### src/rtl/dmem_store_sequencer.sv
// dmem_store_sequencer
//
// Buffers store requests from the execute stage in a small FIFO and turns
// each one into one or two word-wide write beats for the data memory.
// Each beat carries a word-aligned address, a shifted byte-enable mask and
// lane-aligned write data. The pipeline sees only req_ready; memory write
// acknowledgement latency is hidden behind the buffer.
//
// Configuration macro: STORE_SPLIT_EN
//   defined   - stores that cross a word boundary issue a second beat
//               (BEAT1) to the next word; misalign_err is tied to 0.
//   undefined - only the first beat is issued, the upper bytes are dropped
//               and misalign_err is set (sticky) when such a store retires.
//
// Ports:
//   clk, rst_n     clock, asynchronous active-low reset
//   req_valid      store request present
//   req_ready      buffer has a free entry
//   req_ssel[1:0]  store size: 00 none, 01 byte, 10 half-word, 11 word
//   req_addr[31:0] byte address
//   req_data[31:0] right-justified store data
//   mem_we         write beat valid, held until mem_ack
//   mem_addr[31:0] word address of the beat
//   mem_be[3:0]    byte enables of the beat
//   mem_wdata[31:0] lane-aligned write data
//   mem_ack        memory accepted the current beat
//   empty          nothing buffered and no beat in flight
//   misalign_err   sticky truncation flag (split disabled only)

module dmem_store_sequencer #(
  parameter int DEPTH = 4
) (
  input  logic        clk,
  input  logic        rst_n,
  input  logic        req_valid,
  output logic        req_ready,
  input  logic [1:0]  req_ssel,
  input  logic [31:0] req_addr,
  input  logic [31:0] req_data,
  output logic        mem_we,
  output logic [31:0] mem_addr,
  output logic [3:0]  mem_be,
  output logic [31:0] mem_wdata,
  input  logic        mem_ack,
  output logic        empty,
  output logic        misalign_err
);

  localparam int PW = $clog2(DEPTH);
  localparam int CW = PW + 1;

  typedef struct packed {
    logic [1:0]  ssel;
    logic [31:0] addr;
    logic [31:0] data;
  } entry_t;

`ifdef STORE_SPLIT_EN
  typedef enum logic [1:0] {IDLE, BEAT0, BEAT1} state_t;
`else
  typedef enum logic {IDLE, BEAT0} state_t;
`endif

  entry_t          fifo_q [DEPTH];
  logic [PW-1:0]   wr_ptr;
  logic [PW-1:0]   rd_ptr;
  logic [CW-1:0]   count;
  state_t          state;
  state_t          state_next;

  logic            push;
  logic            pop;
  logic            more_after_pop;

  entry_t          head;
  logic [1:0]      head_off;
  logic [3:0]      base_mask;
  logic [31:0]     data_masked;
  logic [7:0]      m8;
  logic [31:0]     beat0_addr;
  logic [31:0]     wdata_lo;
  logic            upper_nz;

`ifdef STORE_SPLIT_EN
  logic [31:0]     beat1_addr;
  logic [31:0]     wdata_hi;
`endif

  // ssel=00 requests are handshaken but never occupy an entry.
  assign req_ready = (count != CW'(DEPTH));
  assign push      = req_valid && req_ready && (req_ssel != 2'b00);

  // Only checked when popping, so count >= 1; the buffer is non-empty after
  // the pop if another entry was already waiting or one arrives this edge.
  assign more_after_pop = (count > CW'(1)) || push;

  assign empty = (count == '0) && (state == IDLE);

  always_ff @(posedge clk) begin
    if (push) begin
      fifo_q[wr_ptr] <= '{ssel: req_ssel, addr: req_addr, data: req_data};
    end
  end

  always_ff @(posedge clk or negedge rst_n) begin
    if (!rst_n) begin
      wr_ptr <= '0;
      rd_ptr <= '0;
      count  <= '0;
      state  <= IDLE;
    end else begin
      if (push) wr_ptr <= wr_ptr + PW'(1);
      if (pop)  rd_ptr <= rd_ptr + PW'(1);
      count <= count + CW'(push) - CW'(pop);
      state <= state_next;
    end
  end

  // Beat formation from the head entry. The 64-bit shifted data is never
  // built; its two halves are produced directly as a left and a right shift.
  assign head     = fifo_q[rd_ptr];
  assign head_off = head.addr[1:0];

  always_comb begin
    base_mask   = 4'b1111;
    data_masked = head.data;
    case (head.ssel)
      2'b01: begin
        base_mask   = 4'b0001;
        data_masked = {24'b0, head.data[7:0]};
      end
      2'b10: begin
        base_mask   = 4'b0011;
        data_masked = {16'b0, head.data[15:0]};
      end
      default: begin
        base_mask   = 4'b1111;
        data_masked = head.data;
      end
    endcase
  end

  assign m8         = {4'b0000, base_mask} << head_off;
  assign upper_nz   = (m8[7:4] != 4'b0000);
  assign beat0_addr = {head.addr[31:2], 2'b00};
  assign wdata_lo   = data_masked << {head_off, 3'b000};

`ifdef STORE_SPLIT_EN
  assign beat1_addr = beat0_addr + 32'd4;
  // A shift by 32 yields 0, which covers the aligned case.
  assign wdata_hi   = data_masked >> (6'd32 - {1'b0, head_off, 3'b000});
`endif

  always_comb begin
    state_next = state;
    pop        = 1'b0;
    mem_we     = 1'b0;
    mem_addr   = '0;
    mem_be     = '0;
    mem_wdata  = '0;
    case (state)
      IDLE: begin
        // Entering on the push edge lets a fresh store drive mem_we the
        // very next cycle.
        if ((count != '0) || push) state_next = BEAT0;
      end
      BEAT0: begin
        mem_we    = 1'b1;
        mem_addr  = beat0_addr;
        mem_be    = m8[3:0];
        mem_wdata = wdata_lo;
        if (mem_ack) begin
`ifdef STORE_SPLIT_EN
          if (upper_nz) begin
            state_next = BEAT1;
          end else begin
            pop        = 1'b1;
            state_next = more_after_pop ? BEAT0 : IDLE;
          end
`else
          pop        = 1'b1;
          state_next = more_after_pop ? BEAT0 : IDLE;
`endif
        end
      end
`ifdef STORE_SPLIT_EN
      BEAT1: begin
        mem_we    = 1'b1;
        mem_addr  = beat1_addr;
        mem_be    = m8[7:4];
        mem_wdata = wdata_hi;
        if (mem_ack) begin
          pop        = 1'b1;
          state_next = more_after_pop ? BEAT0 : IDLE;
        end
      end
`endif
      default: begin
        state_next = IDLE;
      end
    endcase
  end

`ifdef STORE_SPLIT_EN
  assign misalign_err = 1'b0;
`else
  logic misalign_q;

  always_ff @(posedge clk or negedge rst_n) begin
    if (!rst_n) begin
      misalign_q <= 1'b0;
    end else if ((state == BEAT0) && mem_ack && upper_nz) begin
      misalign_q <= 1'b1;
    end
  end

  assign misalign_err = misalign_q;
`endif

endmodule

### config.mk
export PLATFORM = sky130hd
export DESIGN_NAME = dmem_store_sequencer
export DESIGN_NICKNAME = d
export VERILOG_FILES = /design/src/rtl/dmem_store_sequencer.sv
export SDC_FILE = /design/constraint.sdc
export NUM_CORES = 1
export LEC_CHECK = 0
export ABC_CLOCK_PERIOD_IN_PS = 3400
export BUFFER_PORTS_ARGS = -buffer_cell sky130_fd_sc_hd__buf_2
export CORE_UTILIZATION = 52
export DETAILED_ROUTE_END_ITERATION = 16
export GPL_TIMING_DRIVEN = 1
export PLACE_DENSITY = 0.76
export SYNTH_ARGS = -nofsm -noshare
export SYNTH_HDL_FRONTEND = slang
export SYNTH_SLANG_ARGS = --single-unit
### constraint.sdc
create_clock -name clk -period 3.4 [get_ports clk]
set_input_delay 0.51 -clock clk [delete_from_list [all_inputs] [get_ports clk]]
set_output_delay 0.51 -clock clk [all_outputs]
set_load 0.005 [all_outputs]
==> results.tsv <==
stage	metric	value	unit
route	DR WL/cell	21.9	µm
setup_path	arrival time of the worst setup path	2.83	ns
pwr	Clock power frac	0.238	
clocking	total CTS buffers	27	
clocking	CTS Root Cell	clkbuf_16	
grt	initial antenna violation count	5	
placement	gpl congestion	0.943	
sta	fmax	299	MHz
clocking	clock transition at the registers of the reported paths	0.06	ns
setup_path	WS Path Type	reg -> out	
floorplan	Core ar.	0.0210	mm²
pwr	P_leak	4.62	nW
synth	Synth async-reset ratio	0.0330	
synth	Synthesis Warnings	0	
floorplan	die height	148	µm
setup_path	Critical Path Fanout Max	7	
pwr	PwrDens	917	mW/mm²
synth	Mapped Area	0.0111	mm²
grt	All-Layer GR Usage	0.205	
layout	design area	0.0131	mm²
sta	final slew viol count	0	
floorplan	Rows	53	
layout	Core Util, Final	0.627	
sta	RSZ-0062 raised after global routing	yes	
floorplan	Starting Density	0.529	
sta	fin crit period	3.34	ns
sta	max_slew headroom	0.540	
setup_path	Data required, critical path	2.89	ns
clocking	CTS tree	done	
route	Detailed Route Iter0 Violations	371	
outcome	status	finished clean	
synth	area leader, netlist	edfxtp_1	
synth	register area share after synthesis	0.735	
route	via/cell ratio	5.73	
pwr	maximum vdd ir drop	0.523	mV
layout	fraction of layout cells with a size suffix above 1	0.407	
synth	syn avg cell area	19.8	µm²
synth	Synth area leaders	edfxtp_1 71%, mux4_2 12%, and2_1 2.4%	
setup_path	Critical R2R Capture	count[2]$_DFF_PN0_	
route	WL final	22200	µm
pwr	sequential power share	0.369	
placement	Detail Placement HPWL	14500	µm
sta	Clock Skew	0.0123	ns
grt	first-pass GRT wire length	33800	µm
pwr	Sw Pwr	3.84	mW
setup_path	CP max stage delay	0.56	ns
setup_path	worst-case reg-to-reg path depth	9	
clocking	clock sinks	273	
setup_path	RR Startpoint	count[1]$_DFF_PN0_	
floorplan	Die W	148	µm
setup_path	WP buf/inv	2	
grt	GRT overflow	0	
clocking	Clock Latency Late Sink	0.53	ns
setup_path	CP startpoint kind	register	
route	Pre-antenna DRT Iters	4	
synth	Most used DFF post-synth	edfxtp_1	
route	detailed-route via count	5797	
floorplan	die area	0.0219	mm²
grt	largest net degree at the start of global routing	42	
setup_path	worst reg2reg setup slack	0.96	ns
floorplan	IO Count	142	
synth	post-synthesis instance total	559	
synth	count leader, synth	edfxtp_1	
clocking	Max Root-Sink Buffers	3	
sta	Worst-Margin Slew	0.691	ns
setup_path	worst setup path endpoint	mem_wdata[19]	
pwr	switch share	0.318	
job	MaxCap Viol Count	0	
synth	Yosys cell types	43	
worst_hold_path	Tightest Hold Check Type	in -> reg	
placement	Port Buffer Count	139	
sta	final setup fails	0	
synth	Post-synth EDFFs	264	
synth	most frequent cells after synthesis	264 x edfxtp_1, 58 x mux4_2, 42 x and2_1, 22 x inv_1, 18 x clkbuf_1	
route	# DRC	0	
grt	vias in the first global route	6020	
setup_path	Levels on crit path	6	
synth	Synth Register Bits	273	
setup_path	CP Capture Type	output pin	
setup_path	CP max stage cell	or4_4	
pwr	Int Power	8.22	mW
sta	final hold vios	0	
setup_path	critical path launch point	rd_ptr[0]$_DFFE_PN0P_	
setup_path	CP Cell Sequence	mux4_2 > ha_4 > inv_2 > or4_4 > o221ai_2 > buf_2	
placement	Placed Area	0.0122	mm²
sta	Tcrit/Tclk final	0.982	
layout	Syn-to-layout area delta	18.5	%
layout	nets	796	
setup_path	Top delay family on crit path	simple AND/OR/NAND/NOR gates	
route	post-route antenna net violation count	0	
synth	area share of the largest cell type after synthesis	0.714	
pwr	Comb pwr share	0.393	
clocking	H-tree levels	1	
==> sequential cells by signal, indices dropped and copies added (netlist names) <==
| signal | flops |
|---|---|
| count | 3 |
| wr_ptr | 2 |
| rd_ptr | 2 |
| misalign_err | 1 |
| fifo_q | 264 |
| state | 1 |
==> power groups by stage <==
stage / Combinational, mW / Sequential [mW] / Clock (mW)
global route: 5.15 / 4.49 / 3.04
CTS: 4.63 / 4.45 / 2.92
detailed placement: 4.53 / 4.53 / 0
global placement: 4.45 / 4.48 / 0
floorplan: 3.03 / 4.47 / 0
finish: 4.74 / 4.44 / 2.87
==> worst min-delay path by stage <==
stage	endpoint	from	slack [ns]	cells past startpoint
finish	fifo_q[2][41]$_DFFE_PP_	req_addr[9]	0.19	1
global route	fifo_q[3][0]$_DFFE_PP_	req_data[0]	0.17	1
CTS	fifo_q[0][0]$_DFFE_PP_	req_data[0]	0.17	1
detailed placement	misalign_err$_DFFE_PN0P_	rst_n	0.38	1
global placement	misalign_err$_DFFE_PN0P_	rst_n	0.37	1
floorplan	count[0]$_DFF_PN0_	rst_n	0.21	0
==> cell usage in the layout, fill, tap and decap left out, types with 4 or more instances in the layout <==
cell type	Yosys	routed
ha_1	9	8
buf_2	11	139
clkinv_2	0	4
and2_1	42	38
nor2b_1	8	8
mux2i_1	10	10
inv_1	22	21
and2_4	0	4
o221ai_2	7	7
a22oi_1	7	7
dfrtp_1	9	7
edfxtp_1	264	264
o21ai_0	5	5
clkbuf_1	18	8
a221oi_1	8	4
mux4_2	58	58
o32ai_1	8	8
mux2_2	17	17
nand2_1	4	4
nand4b_1	8	8
a21oi_1	5	5
buf_4	2	17
nor3_1	8	8
a221oi_2	0	4
buf_12	0	4
clkbuf_16	0	27
==> repair_timing <==
action                                  in CTS  in global routing
pin swaps                                    1                  1
hold endpoints to repair                     9                  0
endpoints found under the setup margin      23                 24
buffers inserted                             1                  4
gates resized for setup                      5                  8
hold buffers                                 1                  0
==> cell families after synthesis <==
group / synth area share
flip-flops: 0.735
AO/OA/AOI/OAI: 0.0380
adder cells (fa/ha/maj): 0.0120
buffers and inverters: 0.0219
XOR/XNOR: 0.00316
multiplexers: 0.144
other: 0.000338
AND/OR/NAND/NOR: 0.0459
==> layout make-up <==
| cell class | count | area, µm² |
|---|---|---|
| Sequential cell | 273 | 8160 |
| Fill cell | 1507 | 7810 |
| Multi-Input combinational cell | 230 | 2780 |
| Timing Repair Buffer | 162 | 925 |
| Clock buffer | 36 | 719 |
| Tap cell | 275 | 344 |
| Clock inverter | 10 | 131 |
| Inverter | 22 | 82.6 |
| Antenna cell | 3 | 7.51 |
==> per-layer routing <==
| layer | vias up | share of wire | global-route usage |
|---|---|---|---|
| met4 | 4 | 0.017 | 0.0639 |
| met5 | - | 0.0010 | 0 |
| met1 | 2971 | 0.42 | 0.279 |
| met3 | 36 | 0.063 | 0.0368 |
| li1 | 2586 | - | - |
| met2 | 200 | 0.50 | 0.341 |
==> metrics by stage <==
step | power [mW] | setup WS (ns) | hold slack, ns | setup TNS, ns | std cells
5_1_grt | 12.7 | -0.0474 | 0.172 | -0.324 | 1009
3_3_place_gp | 8.94 | 0.265 | 0.372 | 0 | 956
6_report | 12.1 | 0.0607 | 0.191 | 0 | 1011
4_1_cts | 12.0 | 0.0169 | 0.172 | 0 | 1004
3_5_place_dp | 9.06 | 0.220 | 0.385 | 0 | 956
2_1_floorplan | 7.50 | 0.0509 | 0.214 | 0 | 560
Note: power is estimated with default switching activity, not from simulation.
